`config.mk`:
```
export PLATFORM = sky130hd
export DESIGN_NAME = button_irq_ctrl
export DESIGN_NICKNAME = d
export VERILOG_FILES = /design/src/rtl/button_irq_ctrl.sv
export SDC_FILE = /design/constraint.sdc
export NUM_CORES = 1
export LEC_CHECK = 0
export CAP_MARGIN = 20
export CORE_UTILIZATION = 35
export CTS_CLUSTER_DIAMETER = 120
export DETAILED_ROUTE_END_ITERATION = 6
export GPL_TIMING_DRIVEN = 0
export MAX_ROUTING_LAYER = met4
export SLEW_MARGIN = 30
export SYNTH_ARGS = -nofsm -noshare
export SYNTH_HDL_FRONTEND = slang
export SYNTH_SLANG_ARGS = --single-unit
```
`constraint.sdc`:
```
create_clock -name clk -period 2.4 [get_ports clk]
set_clock_uncertainty 0.05 [all_clocks]
set_input_delay 0.36 -clock clk [delete_from_list [all_inputs] [get_ports clk]]
set_output_delay 0.36 -clock clk [all_outputs]
set_load 0.005 [all_outputs]
```
`src/rtl/button_irq_ctrl.sv`:
```
// Debounced three-button interrupt controller on a PicoBlaze-style port bus.
// Pending is set one edge after a debounced rise; the interrupt follows one edge later.
module button_irq_ctrl #(
  parameter int unsigned DEBOUNCE_CYCLES = 32000,
  parameter logic [7:0]  PORT_STATUS     = 8'h04,
  parameter logic [7:0]  PORT_MASK       = 8'h05
) (
  input  logic       clk,
  input  logic       reset,
  input  logic [2:0] btn,
  input  logic [7:0] port_id,
  input  logic       write_strobe,
  input  logic       read_strobe,
  input  logic [7:0] out_port,
  output logic [7:0] in_data,
  output logic       in_valid,
  output logic       interrupt,
  input  logic       interrupt_ack
);

  localparam int CW = $clog2(DEBOUNCE_CYCLES + 1);
  localparam logic [CW-1:0] CNT_LAST = CW'(DEBOUNCE_CYCLES - 1);

  typedef enum logic [1:0] {
    S_IDLE    = 2'd0,
    S_ASSERT  = 2'd1,
    S_SERVICE = 2'd2
  } state_t;

  logic [2:0]         sync1_q, sync2_q;
  logic [2:0]         stable_q, stable_d;
  logic [2:0]         stable_prev_q;
  logic [2:0][CW-1:0] cnt_q, cnt_d;
  logic [2:0]         pending_q, pending_d;
  logic [2:0]         mask_q, mask_d;
  logic               irq_q, irq_d;
  state_t             state_q, state_d;
  logic [2:0]         clr;
  logic [2:0]         req;
  logic               unused_inputs;

  // Reads are side-effect free, so read_strobe is not needed.
  assign unused_inputs = ^{read_strobe, out_port[7:3]};

  // Counter reaching the last value means DEBOUNCE_CYCLES consecutive mismatching samples.
  always_comb begin
    stable_d = stable_q;
    cnt_d    = '0;
    for (int i = 0; i < 3; i++) begin
      if (sync2_q[i] != stable_q[i]) begin
        if (cnt_q[i] == CNT_LAST) begin
          stable_d[i] = sync2_q[i];
        end else begin
          cnt_d[i] = cnt_q[i] + 1'b1;
        end
      end
    end
  end

  always_comb begin
    clr       = (write_strobe && port_id == PORT_STATUS) ? out_port[2:0] : 3'b000;
    pending_d = (pending_q & ~clr) | (stable_q & ~stable_prev_q);
    mask_d    = (write_strobe && port_id == PORT_MASK) ? out_port[2:0] : mask_q;
    req       = pending_q & mask_q;
  end

  always_comb begin
    state_d = state_q;
    irq_d   = irq_q;
    case (state_q)
      S_IDLE: begin
        if (req != 3'b000) begin
          state_d = S_ASSERT;
          irq_d   = 1'b1;
        end
      end
      S_ASSERT: begin
        irq_d = 1'b1;
        if (interrupt_ack) begin
          state_d = S_SERVICE;
          irq_d   = 1'b0;
        end
      end
      S_SERVICE: begin
        irq_d = 1'b0;
        if (req == 3'b000) begin
          state_d = S_IDLE;
        end
      end
      default: begin
        state_d = S_IDLE;
        irq_d   = 1'b0;
      end
    endcase
  end

  always_ff @(posedge clk) begin
    if (reset) begin
      sync1_q       <= 3'b000;
      sync2_q       <= 3'b000;
      stable_q      <= 3'b000;
      stable_prev_q <= 3'b000;
      cnt_q         <= '0;
      pending_q     <= 3'b000;
      mask_q        <= 3'b111;
      irq_q         <= 1'b0;
      state_q       <= S_IDLE;
    end else begin
      sync1_q       <= btn;
      sync2_q       <= sync1_q;
      stable_q      <= stable_d;
      stable_prev_q <= stable_q;
      cnt_q         <= cnt_d;
      pending_q     <= pending_d;
      mask_q        <= mask_d;
      irq_q         <= irq_d;
      state_q       <= state_d;
    end
  end

  always_comb begin
    in_data = 8'h00;
    if (port_id == PORT_STATUS) begin
      in_data = {stable_q, 2'b00, pending_q};
    end else if (port_id == PORT_MASK) begin
      in_data = {5'b00000, mask_q};
    end
  end

  assign in_valid  = (port_id == PORT_STATUS) || (port_id == PORT_MASK);
  assign interrupt = irq_q;

endmodule

```
=== Word level (Yosys, flattened, before mapping) ===
Cells that the tools add are included.

* $add $sub $neg: 3
* Equality and inequality tests: 13
* Multiplexer cells: 10
* Bitwise logic cells: 9
* Reduce and logical (&&, ||, !) cells: 13

{| class="wikitable"
|+ Operator list
! operator !! count
|-
| $add 15x1->15 const B || 3
|-
| $eq 15x15->1 const B || 3
|-
| $eq 8x3->1 const B || 2
|-
| $and 3x3->3 || 3
|-
| $reduce_or 3->1 || 3
|-
| $mux 8 || 1
|-
| $mux 2 || 3
|-
| $mux 3 || 2
|-
| $ne 2x2->1 const B || 3
|-
| $not 3->3 || 2
|-
| $pmux 2 s3 || 1
|-
| $reduce_and 2->1 || 3
|-
| $logic_not 3->1 || 1
|-
| $ne 1x1->1 || 3
|-
| $not 1->1 || 3
|-
| $or 3x3->3 || 1
|-
| $reduce_and 3->1 || 1
|-
| $reduce_bool 3->1 || 1
|-
| $eq 2x1->1 const B || 1
|-
| $eq 2x2->1 const B || 1
|-
| $logic_and 1x1->1 || 2
|-
| $logic_not 2->1 || 1
|-
| $mux 1 || 2
|-
| $pmux 1 s2 || 1
|-
| $logic_or 1x1->1 || 1
|}

* Bits in registers: 66
* Input port bits: 24
* Output and inout bits: 10
* Word-level logic and storage cells: 61

=== Depth between registers and ports, before layout ===
* Word-level depth: 6
* Mapped depth: 7
* Depth with buffers taken out: 5

=== Worst setup path after synthesis ===
No wires, ideal clock.

* Path type: input-to-output
* From: in port_id[5]
* To: out in_data[5]
* Data arrival time: 1.424 ns
* Required time: 1.990 ns
* Path slack: 0.566 ns
* Cell stages on the path: 4
* Path buffers: 1
* Cells stage by stage: or4_4 or2_1 buf_6 nor3b_2

* Cells in the longest elaborated chain, start to end: 2

{| class="wikitable"
|+ RTL lines
! item !! line !! RTL
|-
| from (decl) || 11 || <nowiki>input logic [7:0] port_id,</nowiki>
|-
| $eq 8x3->1 || 123 || <nowiki>if (port_id == PORT_STATUS) begin</nowiki>
|-
| $mux 8 || 123 ||
|-
| to (decl) || 15 || <nowiki>output logic [7:0] in_data,</nowiki>
|}

No other way between the ends.

=== Worst setup path after layout ===
* From: in port_id[2]
* To: out in_data[6]

The elaborated chain is that of the path after synthesis.

==> impl_metrics.ini <==
[outcome]
status = finished, final reports clean

[setup_path]
arrival_ps = 1880
cpLargestDelayFamily = simple AND/OR/NAND/NOR gates
crit_type = input port to primary output
rr_endpoint = cnt_q[38]
start_kind = input port
crit_slowest_cell = clkdlybuf4s50_1
rrSetupSlack_ps = 460
crit_fanout = 5
worst-path-buf-inv = 3
r2r_start = cnt_q[30]
critPathMaxStageDelay_ps = 440
required_ps = 1990
reg2reg_depth = 7
end_kind = primary output
crit_path_cell_trace = clkdlybuf4s50_1 > or3b_4 > or2_4 > buf_6 > nor3b_4 > buf_2

[clocking]
cts_buffers = 9
cts_buffer_depth = 2
cts_tree = built
cts.sinks = 66
cts_hold_buffers = 0
cts_root_buf = clkbuf_8
clk_latency_ps = 340
ctsHtreeMaxLevel = 3
clk_pin_slew_ps = 70

[cells_and_area]
fillCellCount = 808
multi_input_area_sq_um = 1450
insertedDiodeCount = 0
layout.nets = 381
synthToLayoutAreaGrowth_pct = 18.7
finalInstanceArea_sq_um = 3410
layout-drive-gt1-share_pct = 13.2
fin_util_pct = 43.5
layout.area.seq_sq_um = 1320

[drt]
wire_per_inst_um = 11.2
dr.first_iter.drc_count = 66
wirelength_um = 5140
vias = 2151
postRouteAntennaNets = 0
drc = 0
vias_per_cell = 4.70
dr.pass1.iters = 4

[floorplanning]
dieArea_sq_um = 8580
die_w_um = 92.7
io_pins = 34
die_h_um = 92.7
start_util_pct = 36.7
coreArea_sq_um = 7850
rows = 32

[sta]
setup_viol = 0
finalHoldViolCount = 0
tns_ps = 0
finalCritPeriodShare_pct = 95.5
slew_headroom_pct = 59.8
tightestPinTransition_ps = 604
min_period_ps = 2290
rsz0062_at_grt = no
max_clock_freq_mhz = 436
drv_slew = 0
final.setup.worst_slack_ps = 109

[yosys]
synth-warning-count = 0
ys_types = 37
synth_edf_count = 0
syn_avg_cell_area_sq_um = 9.10
ys_top_cells_by_count = 66 x dfxtp_1, 60 x nor2_1, 33 x xnor2_1, 17 x nand2_1, 14 x nand3_1
ys_seq_elements = 66
synthFlopType = dfxtp_1
synth_area_leaders = dfxtp_1 46%, xnor2_1 10%, nor2_1 7.8%
yosysMostFrequentCell = dfxtp_1
synth_top_cell_by_area = dfxtp_1
synth_area_sq_um = 2880
async_flop_share_pct = 0
netlist_instances = 316
ys_seq_area_share_pct = 45.9
synth.top_cell.area_share_pct = 45.9

[worst_hold_path]
worstHoldStart = port_id[5]
holdCritPathClass = input port to flip-flop
whs_path_depth = 4
hold_end = mask_q[1]

[place]
hpwl_um = 3520
dpl_worst_slack_ps = -408
place_congestion = 0.745
port-buffer-count = 24
placed_cell_area_sq_um = 3250

[pwr]
power_density_nw_per_um2 = 561
peakVddDrop_mv = 0.314
leakage_nw = 1.11
power_mw = 1.92

[global_route]
grt_pass1_vias = 2079
antenna_found_initial = 0
overflow = 0
grt_util_all_layers_pct = 13.8
grt_max_degree = 11
grt_pass1_wl_um = 9150

[flow_run]
maxCapViolCount = 0
==> metal layers <==
layer / GRT usage (%) / vias up / share of wire, %
li1: - / 1135 / -
met1: 16.4 / 971 / 49
met2: 21.4 / 34 / 46
met3: 4.43 / 11 / 3.7
met4: 5.77 / 0 / 1.4
met5: - / - / 0
==> what timing repair did <==
item / in CTS / in global routing
resized for setup: 23 / 8
setup buffers: 1 / 0
pin swaps: 1 / 3
setup endpoints to repair: 7 / 6
cloned: 0 / 1
==> per-stage QoR <==
stage,hold slack [ps],cells
after floorplan,364,317
after global placement,368,443
after detailed placement,377,443
after CTS,394,457
after global routing,396,458
final,386,458
==> worst max-delay path by stage <==
| stage | from | end | slack, ps | depth (start not counted) |
|---|---|---|---|---|
| after detailed placement | port_id[5] | in_data[6] | -410 | 6 |
| after CTS | port_id[5] | in_data[2] | -4 | 6 |
| after floorplan | port_id[5] | in_data[5] | 570 | 4 |
| after global placement | port_id[5] | in_data[6] | -410 | 6 |
| final | port_id[2] | in_data[6] | 110 | 6 |
| after global routing | port_id[2] | in_data[6] | 20 | 6 |
==> registers in the layout, indices dropped and copies added, names as in the netlist <==
| register | cells |
|---|---|
| state_q | 2 |
| cnt_q | 45 |
| sync2_q | 3 |
| stable_q | 3 |
| mask_q | 3 |
| pending_q | 3 |
| sync1_q | 3 |
| interrupt | 1 |
| stable_prev_q | 3 |
==> placed cells by master (no fill, tap or decap), drive strengths merged <==
cell / synthesis / layout
dfxtp: 66 / 66
nor2: 60 / 60
xnor2: 33 / 33
nand2: 17 / 17
buf: 9 / 15
nand3: 14 / 14
nor4: 14 / 14
clkdlybuf4s50: 0 / 13
nor2b: 12 / 12
nor3: 12 / 12
clkbuf: 3 / 12
nand4: 11 / 11
inv: 9 / 9
xor2: 9 / 9
a21oi: 7 / 7
nand3b: 5 / 5
or3: 4 / 4
nand2b: 4 / 4
dlymetal6s2s: 0 / 4
or3b: 4 / 4
o21ai: 4 / 4
mux2i: 3 / 3
mux2: 3 / 3
ha: 3 / 3
clkinv: 0 / 3
nor3b: 3 / 3
conb: 1 / 2
or4: 2 / 2
clkdlybuf4s15: 0 / 2
or2: 1 / 1
a22oi: 1 / 1
a211oi: 1 / 1
and4: 1 / 1
clkinvlp: 0 / 1
dlygate4sd2: 0 / 1
==> final cells by class <==
| class | instances | share of cell area [%] |
|---|---|---|
| flip-flops and latches | 66 | 38.7 |
| clock inverters | 4 | 0.660 |
| clock buffers | 9 | 3.63 |
| inverters | 9 | 0.990 |
| plain buffers | 12 | 2.68 |
| well taps | 102 | 3.74 |
| repair buffers | 26 | 7.11 |
| multi-input cells | 230 | 42.5 |
==> worst reg2reg max path, cell delays in order, from the launching register on <==
cell and delay [ps]:
dfxtp_1 390, ha_1 240, nand4_2 210, nor4_2 440
or3_1 170, buf_4 140, buf_6 140, nor2_1 50
==> logic make-up after synthesis <==
group                    after synthesis  share of synthesized area (%)
buffers and inverters                 21                           4.35
XOR/XNOR                              42                           12.8
AND/OR/NAND/NOR                      164                           30.8
multiplexers                           6                           2.22
AO/OA/AOI/OAI                         13                           2.44
flip-flops                            66                           45.9
other                                  1                          0.130
adder cells (fa/ha/maj)                3                           1.31
==> where the power goes <==
| group | switching, mW | leakage, nW | internal [mW] |
|---|---|---|---|
| Combinational | 0.0302 | 0.503 | 0.0407 |
| Clock | 0.390 | 0.0766 | 0.351 |
| Sequential | 0.00315 | 0.533 | 1.10 |
Note: power is estimated with default switching activity, not from simulation.
